$ cat config.mk
export PLATFORM = sky130hd
export DESIGN_NAME = omsp_spm_key_loader_flat
export DESIGN_NICKNAME = d
export VERILOG_FILES = /design/src/rtl/omsp_spm_key_loader_pkg.sv /design/src/rtl/omsp_spm_key_if.sv /design/src/rtl/omsp_spm_key_loader.sv /design/src/flat_wrapper.sv
export SDC_FILE = /design/constraint.sdc
export NUM_CORES = 1
export LEC_CHECK = 0
export ABC_AREA = 1
export BUFFER_PORTS_ARGS = -buffer_cell sky130_fd_sc_hd__buf_2
export CORE_MARGIN = 4
export CORE_UTILIZATION = 30
export DETAILED_ROUTE_END_ITERATION = 16
export GPL_TIMING_DRIVEN = 0
export HOLD_SLACK_MARGIN = 0.1
export SLEW_MARGIN = 20
export SYNTH_ARGS = -nofsm -noshare
export SYNTH_HDL_FRONTEND = slang
export SYNTH_SLANG_ARGS = --single-unit
$ cat constraint.sdc
create_clock -name mclk -period 1.6 [get_ports mclk]
set_clock_uncertainty 0.15 [all_clocks]
set_input_delay 0.32 -clock mclk [delete_from_list [all_inputs] [get_ports mclk]]
set_output_delay 0.32 -clock mclk [all_outputs]
set_load 0.01 [all_outputs]
$ cat src/rtl/omsp_spm_key_loader_pkg.sv
// Shared protected-module constants: key geometry and loader state encoding.
// Optional SPM_KEY_ZEROIZE_EN enables the ZERO state in omsp_spm_key_loader.
package omsp_spm_key_loader_pkg;

  localparam int SECURITY  = 64;
  localparam int KEY_WORDS = SECURITY / 16;

  typedef enum logic [1:0] {
    IDLE = 2'd0,
    LOAD = 2'd1,
    ZERO = 2'd2
  } spm_kl_state_e;

endpackage

$ cat src/rtl/omsp_spm_key_if.sv
// Key-derivation handshake plus protected-module array key write port.
// master = loader side, slave = engine/array side.
interface omsp_spm_key_if #(
  parameter int KEY_IDX_SIZE = 2
);

  logic                    kd_valid;
  logic [15:0]             kd_data;
  logic                    kd_ready;
  logic                    write_key;
  logic [KEY_IDX_SIZE-1:0] key_idx;
  logic [15:0]             key_in;

  modport master (
    input  kd_valid,
    input  kd_data,
    output kd_ready,
    output write_key,
    output key_idx,
    output key_in
  );

  modport slave (
    output kd_valid,
    output kd_data,
    input  kd_ready,
    input  write_key,
    input  key_idx,
    input  key_in
  );

endinterface

$ cat src/rtl/omsp_spm_key_loader.sv
// Streams a derived module key into the protected-module array, 16 bits/cycle.
// Define SPM_KEY_ZEROIZE_EN to wipe the key slot on abort.
module omsp_spm_key_loader
  import omsp_spm_key_loader_pkg::*;
#(
  parameter int KEY_IDX_SIZE = 2
) (
  input  logic                 mclk,
  input  logic                 puc_rst,
  input  logic                 start,
  input  logic                 abort,
  omsp_spm_key_if.master       kif,
  output logic                 busy,
  output logic                 done,
  output logic                 aborted
);

  localparam logic [KEY_IDX_SIZE-1:0] LAST =
    KEY_IDX_SIZE'(KEY_WORDS - 1);

  spm_kl_state_e           state_q, state_d;
  logic [KEY_IDX_SIZE-1:0] cnt_q, cnt_d;
  logic                    wk_q, wk_d;
  logic [KEY_IDX_SIZE-1:0] idx_q, idx_d;
  logic [15:0]             kin_q, kin_d;
  logic                    done_q, done_d;
  logic                    ab_q, ab_d;

  always_comb begin
    state_d = state_q;
    cnt_d   = cnt_q;
    wk_d    = 1'b0;
    idx_d   = idx_q;
    kin_d   = kin_q;
    done_d  = 1'b0;
    ab_d    = 1'b0;
    unique case (state_q)
      IDLE: begin
        if (start && !abort) begin
          state_d = LOAD;
          cnt_d   = '0;
        end
      end
      LOAD: begin
        if (abort) begin
`ifdef SPM_KEY_ZEROIZE_EN
          // first zero write is issued straight from the abort cycle
          state_d = ZERO;
          wk_d    = 1'b1;
          idx_d   = '0;
          kin_d   = 16'h0000;
          cnt_d   = KEY_IDX_SIZE'(1);
`else
          state_d = IDLE;
          ab_d    = 1'b1;
`endif
        end else if (kif.kd_valid) begin
          wk_d  = 1'b1;
          idx_d = cnt_q;
          kin_d = kif.kd_data;
          if (cnt_q == LAST) begin
            state_d = IDLE;
            done_d  = 1'b1;
            cnt_d   = '0;
          end else begin
            cnt_d = cnt_q + 1'b1;
          end
        end
      end
`ifdef SPM_KEY_ZEROIZE_EN
      ZERO: begin
        wk_d  = 1'b1;
        idx_d = cnt_q;
        kin_d = 16'h0000;
        if (cnt_q == LAST) begin
          state_d = IDLE;
          ab_d    = 1'b1;
          cnt_d   = '0;
        end else begin
          cnt_d = cnt_q + 1'b1;
        end
      end
`endif
      default: begin
        state_d = IDLE;
        cnt_d   = '0;
      end
    endcase
  end

  always_ff @(posedge mclk or posedge puc_rst) begin
    if (puc_rst) begin
      state_q <= IDLE;
      cnt_q   <= '0;
      wk_q    <= 1'b0;
      idx_q   <= '0;
      kin_q   <= 16'h0000;
      done_q  <= 1'b0;
      ab_q    <= 1'b0;
    end else begin
      state_q <= state_d;
      cnt_q   <= cnt_d;
      wk_q    <= wk_d;
      idx_q   <= idx_d;
      kin_q   <= kin_d;
      done_q  <= done_d;
      ab_q    <= ab_d;
    end
  end

  assign kif.kd_ready  = (state_q == LOAD);
  assign kif.write_key = wk_q;
  assign kif.key_idx   = idx_q;
  assign kif.key_in    = kin_q;
  assign busy          = (state_q != IDLE);
  assign done          = done_q;
  assign aborted       = ab_q;

endmodule

$ cat src/flat_wrapper.sv
// flat-port wrapper written by rule: the top's interface ports become plain ports
module omsp_spm_key_loader_flat import omsp_spm_key_loader_pkg::*;
#(
  parameter int KEY_IDX_SIZE = 2
)
  (mclk, puc_rst, start, abort, busy, done, aborted, kif_kd_valid, kif_kd_data, kif_kd_ready, kif_write_key, kif_key_idx, kif_key_in);
  omsp_spm_key_if #(.KEY_IDX_SIZE(KEY_IDX_SIZE)) kif_i ();
  input  logic mclk;
  input  logic puc_rst;
  input  logic start;
  input  logic abort;
  output logic busy;
  output logic done;
  output logic aborted;
  input wire logic [$bits(kif_i.kd_valid)-1:0] kif_kd_valid;
  input wire logic [$bits(kif_i.kd_data)-1:0] kif_kd_data;
  output wire logic [$bits(kif_i.kd_ready)-1:0] kif_kd_ready;
  output wire logic [$bits(kif_i.write_key)-1:0] kif_write_key;
  output wire logic [$bits(kif_i.key_idx)-1:0] kif_key_idx;
  output wire logic [$bits(kif_i.key_in)-1:0] kif_key_in;
  assign kif_i.kd_valid = kif_kd_valid;
  assign kif_i.kd_data = kif_kd_data;
  assign kif_kd_ready = kif_i.kd_ready;
  assign kif_write_key = kif_i.write_key;
  assign kif_key_idx = kif_i.key_idx;
  assign kif_key_in = kif_i.key_in;
  omsp_spm_key_loader #(.KEY_IDX_SIZE(KEY_IDX_SIZE)) u_core (.mclk(mclk), .puc_rst(puc_rst), .start(start), .abort(abort), .kif(kif_i), .busy(busy), .done(done), .aborted(aborted));
endmodule
==> reports/summary.md <==
Counting flops and latches in the post-synthesis netlist gives 24. The logs give 657 MHz for the timing-limited maximum frequency and 3050 sq um for the area of the placeable core. Uppermost signal routing layer after detailed routing: met4.

The critical path's largest stage delay was 480 ps. The run gives 28 as the violation count after the first detailed-routing iteration. STA classifies the critical path startpoint as a register. Measured along the y axis, the die boundary spans 64.3 um. The number of cells on the critical path is 2, and the total power density per cell area is 980 nW/um^2. The worst setup path is of the register to output port kind. The time the worst path needs with I/O delays and setup was 1520 ps; the initial antenna violation count was 0. The share of post-route cells with drive strength above 1 came out at 0.325. For the global-route total usage across every layer, the log shows 0.112.

Input and output buffers added on the ports amount to 43. Fraction of the core area covered by cells at the end of the flow: 0.472. The signal on the critical path passes through buf_4, buf_2. The path class of the tightest hold or removal check is input pin to register. The number of maximum-capacitance constraint violations was 0. Summed over all failing endpoints, the final setup total negative slack is 0 ps. The worst hold path passes through 3 cells.

Summed over all layers, the routed wires come to 2.27 mm. Synthesis handed over a netlist of 104 instances. For this run, the number of Yosys warnings is 0. For the level count of the clock H-tree, the log shows 1. For the worst setup path, the data required time is 1130 ps. At the end of routability-driven placement, the weighted congestion stood at 0.755. Compared with the post-synthesis result, the final layout area differs by 51.8%. Buffers added to address setup during post-CTS repair amount to 0. The starting density of the core was 0.311; the overall die area was 4130 sq um. The worst slew slack as a fraction of its limit is 0.667, and the half-perimeter wire length after detailed placement is 1.61 mm.

Summing all placed instances gives a cell area of 1220 sq um. Global routing finished with a remaining overflow of 0. Setup violations remaining at the end of the flow were counted as 0. The run gives 2 as the maximum root-to-sink buffer count. The wire length of the first global-routing pass was 3.69 mm. The slew of the pin with the lowest slew margin came out at 498 ps. Counting cells, the worst reg-to-reg path comes to 4.

After routing the design area is 1440 sq um. Setup repair after global routing left no endpoint under its margin. Data arrives at the worst endpoint at 1050 ps.

TritonCTS built the clock tree. After synthesis the cells add up to 950 sq um. 44 I/O pins were placed. After detailed routing, the wire length on met1 is 908 um. Detailed routing placed a total of 1.23 mm of wire on met2. For this run, design rule violations remaining after detail routing come to 0. Entering global routing, the biggest net connects 25 pins. The tools report the number of global-route vias before repair as 856. The tree is rooted in a sky130_fd_sc_hd__clkbuf_4. The run gives 0 as the number of pins with negative max-slew slack in the final report. The flow ran to the end, and the final reports show no timing, DRC or antenna violations. Summing over every cut layer, the via total after detailed routing is 868. Clock-pin slew was measured on the worst setup and hold paths at 120 ps. The final layout contains 192 nets.

For this design the static power due to leakage is 0.821 nW. After layout, the worst setup slack is 76.8 ps. In this run, CTS created clock tree buffers numbering 3. VDD sags by at most 0.000476 V. The routed length per instance is 10.7 um, and the length of the first detailed-routing pass in iterations is 4. The run gives 0.632 as the share of the yosys chip area belonging to registers. The run gives 20 as the site row count. The largest fanout on the critical path is 7. STA classifies the critical path endpoint as an output port.

The number of nets handed over by synthesis was 126. The number of different library cells used by synthesis comes to 15. Timing analysis after detailed placement gives a worst setup slack of 302 ps. The critical-path cell with the highest stage delay was sky130_fd_sc_hd__dfrtp_2.

The clock net in this run drives a total of 24 sinks. The cell family with the largest share of critical-path delay was flip-flops. The buffer and inverter count on the worst path was 2. The routed via count divided by cell count is 4.08, and the sum of met3 wire segment lengths after detailed routing is 116 um.

The final cycle utilization of the critical path was 0.952; the number of diodes was 0. A synthesized cell averages 9.13 sq um. The logs give 0 for the number of nets still failing antenna checks after routing and 300 ps for the clock insertion delay at the later pin of the skew report. The floorplan step set the die width to 64.3 um. For the count of final hold-check violations, the log shows 0.
-- cells by family after synthesis --
| family | after synthesis | share of synthesized area |
|---|---|---|
| simple gates | 65 | 0.279 |
| flops | 24 | 0.632 |
| buf+inv | 12 | 0.0646 |
| compound gates | 2 | 0.0105 |
| fa+ha+maj | 1 | 0.0132 |
-- flip-flops by register name (all words and copies together), names as in the netlist --
signal / count
u_core.kif.key_idx: 2
u_core.state_q: 1
u_core.kif.key_in: 16
u_core.aborted: 1
u_core.cnt_q: 2
u_core.kif.write_key: 1
u_core.done: 1
-- repair_timing --
item	4_1_cts	5_1_grt
gates resized for setup	0	2
hold buffers	18	0
endpoints found under the setup margin	0	25
endpoints found under the hold margin	41	0
-- worst min-delay path: stages --
cell and delay, ps:
sky130_fd_sc_hd__buf_2 90, sky130_fd_sc_hd__o21ai_0 60, sky130_fd_sc_hd__nor2_1 100
-- report_power, final --
| part | internal, mW | total [mW] | leakage [nW] | switching [mW] |
|---|---|---|---|---|
| logic | 0.165 | 0.346 | 0.494 | 0.181 |
| clock network | 0.139 | 0.304 | 0.0210 | 0.165 |
| registers | 0.706 | 0.763 | 0.306 | 0.0570 |
| total | 1.01 | 1.41 | 0.821 | 0.403 |
-- through the flow --
step | hold slack (ps) | instances | power, mW
after global routing | 210 | 213 | 1.50
after CTS | 147 | 213 | 1.44
after global placement | 309 | 191 | 1.08
after floorplan | 185 | 104 | 0.933
final | 149 | 213 | 1.41
after detailed placement | 314 | 191 | 1.09
-- cell usage after synthesis --
cell                      number  area [sq um]
sky130_fd_sc_hd__buf_4         1          7.51
sky130_fd_sc_hd__inv_4         1          6.26
sky130_fd_sc_hd__nor3_1        1          5.00
sky130_fd_sc_hd__dfrtp_1      24           601
sky130_fd_sc_hd__nand3_1       3          15.0
sky130_fd_sc_hd__buf_2         2          10.0
sky130_fd_sc_hd__o21ai_1       1          5.00
sky130_fd_sc_hd__buf_6         1          11.3
sky130_fd_sc_hd__ha_1          1          12.5
sky130_fd_sc_hd__nand4_1       1          6.26
sky130_fd_sc_hd__inv_1         7          26.3
sky130_fd_sc_hd__nand2_1      56           210
sky130_fd_sc_hd__o21ai_0       1          5.00
sky130_fd_sc_hd__nor2_1        3          11.3
sky130_fd_sc_hd__nand3_4       1          17.5
-- cell type report --
type / count / area, sq um
fill: 320 / 1610
sequential: 24 / 602
timing repair buffer: 61 / 395
multi-input combinational: 68 / 288
tap: 44 / 55.1
clock buffer: 4 / 36.3
inverter: 8 / 36.3
buffer: 4 / 28.8
-- placed cells by master (no fill, tap or decap), types with 3 or more instances in the layout --
master,instances
sky130_fd_sc_hd__nor2_1,3
sky130_fd_sc_hd__clkbuf_4,3
sky130_fd_sc_hd__inv_1,6
sky130_fd_sc_hd__nand3_1,3
sky130_fd_sc_hd__dfrtp_1,23
sky130_fd_sc_hd__buf_2,45
sky130_fd_sc_hd__nand2_1,56
sky130_fd_sc_hd__dlygate4sd3_1,18
-- final timing paths --
kind	start	end	slack (ps)
hold / removal	start	u_core.state_q[0]$_DFFE_PP0P_	150
max in group asynchronous	puc_rst	u_core.state_q[0]$_DFFE_PP0P_	550
hold reg to reg	u_core.kif.key_in[15]$_DFFE_PP0P_	u_core.kif.key_in[15]$_DFFE_PP0P_	340
min in group asynchronous	puc_rst	u_core.kif.key_in[7]$_DFFE_PP0P_	430
setup / recovery	u_core.state_q[0]$_DFFE_PP0P_	kif_kd_ready	80
setup reg to reg	u_core.state_q[0]$_DFFE_PP0P_	u_core.kif.key_in[2]$_DFFE_PP0P_	400
-- layer usage --
metal  global-route usage  up-vias
li1                     -      443
met1                0.120      403
met2                0.224       20
met3               0.0158        2
met4               0.0317        0
met5                    0        -
No activity file was read; power rests on OpenSTA's default activity.
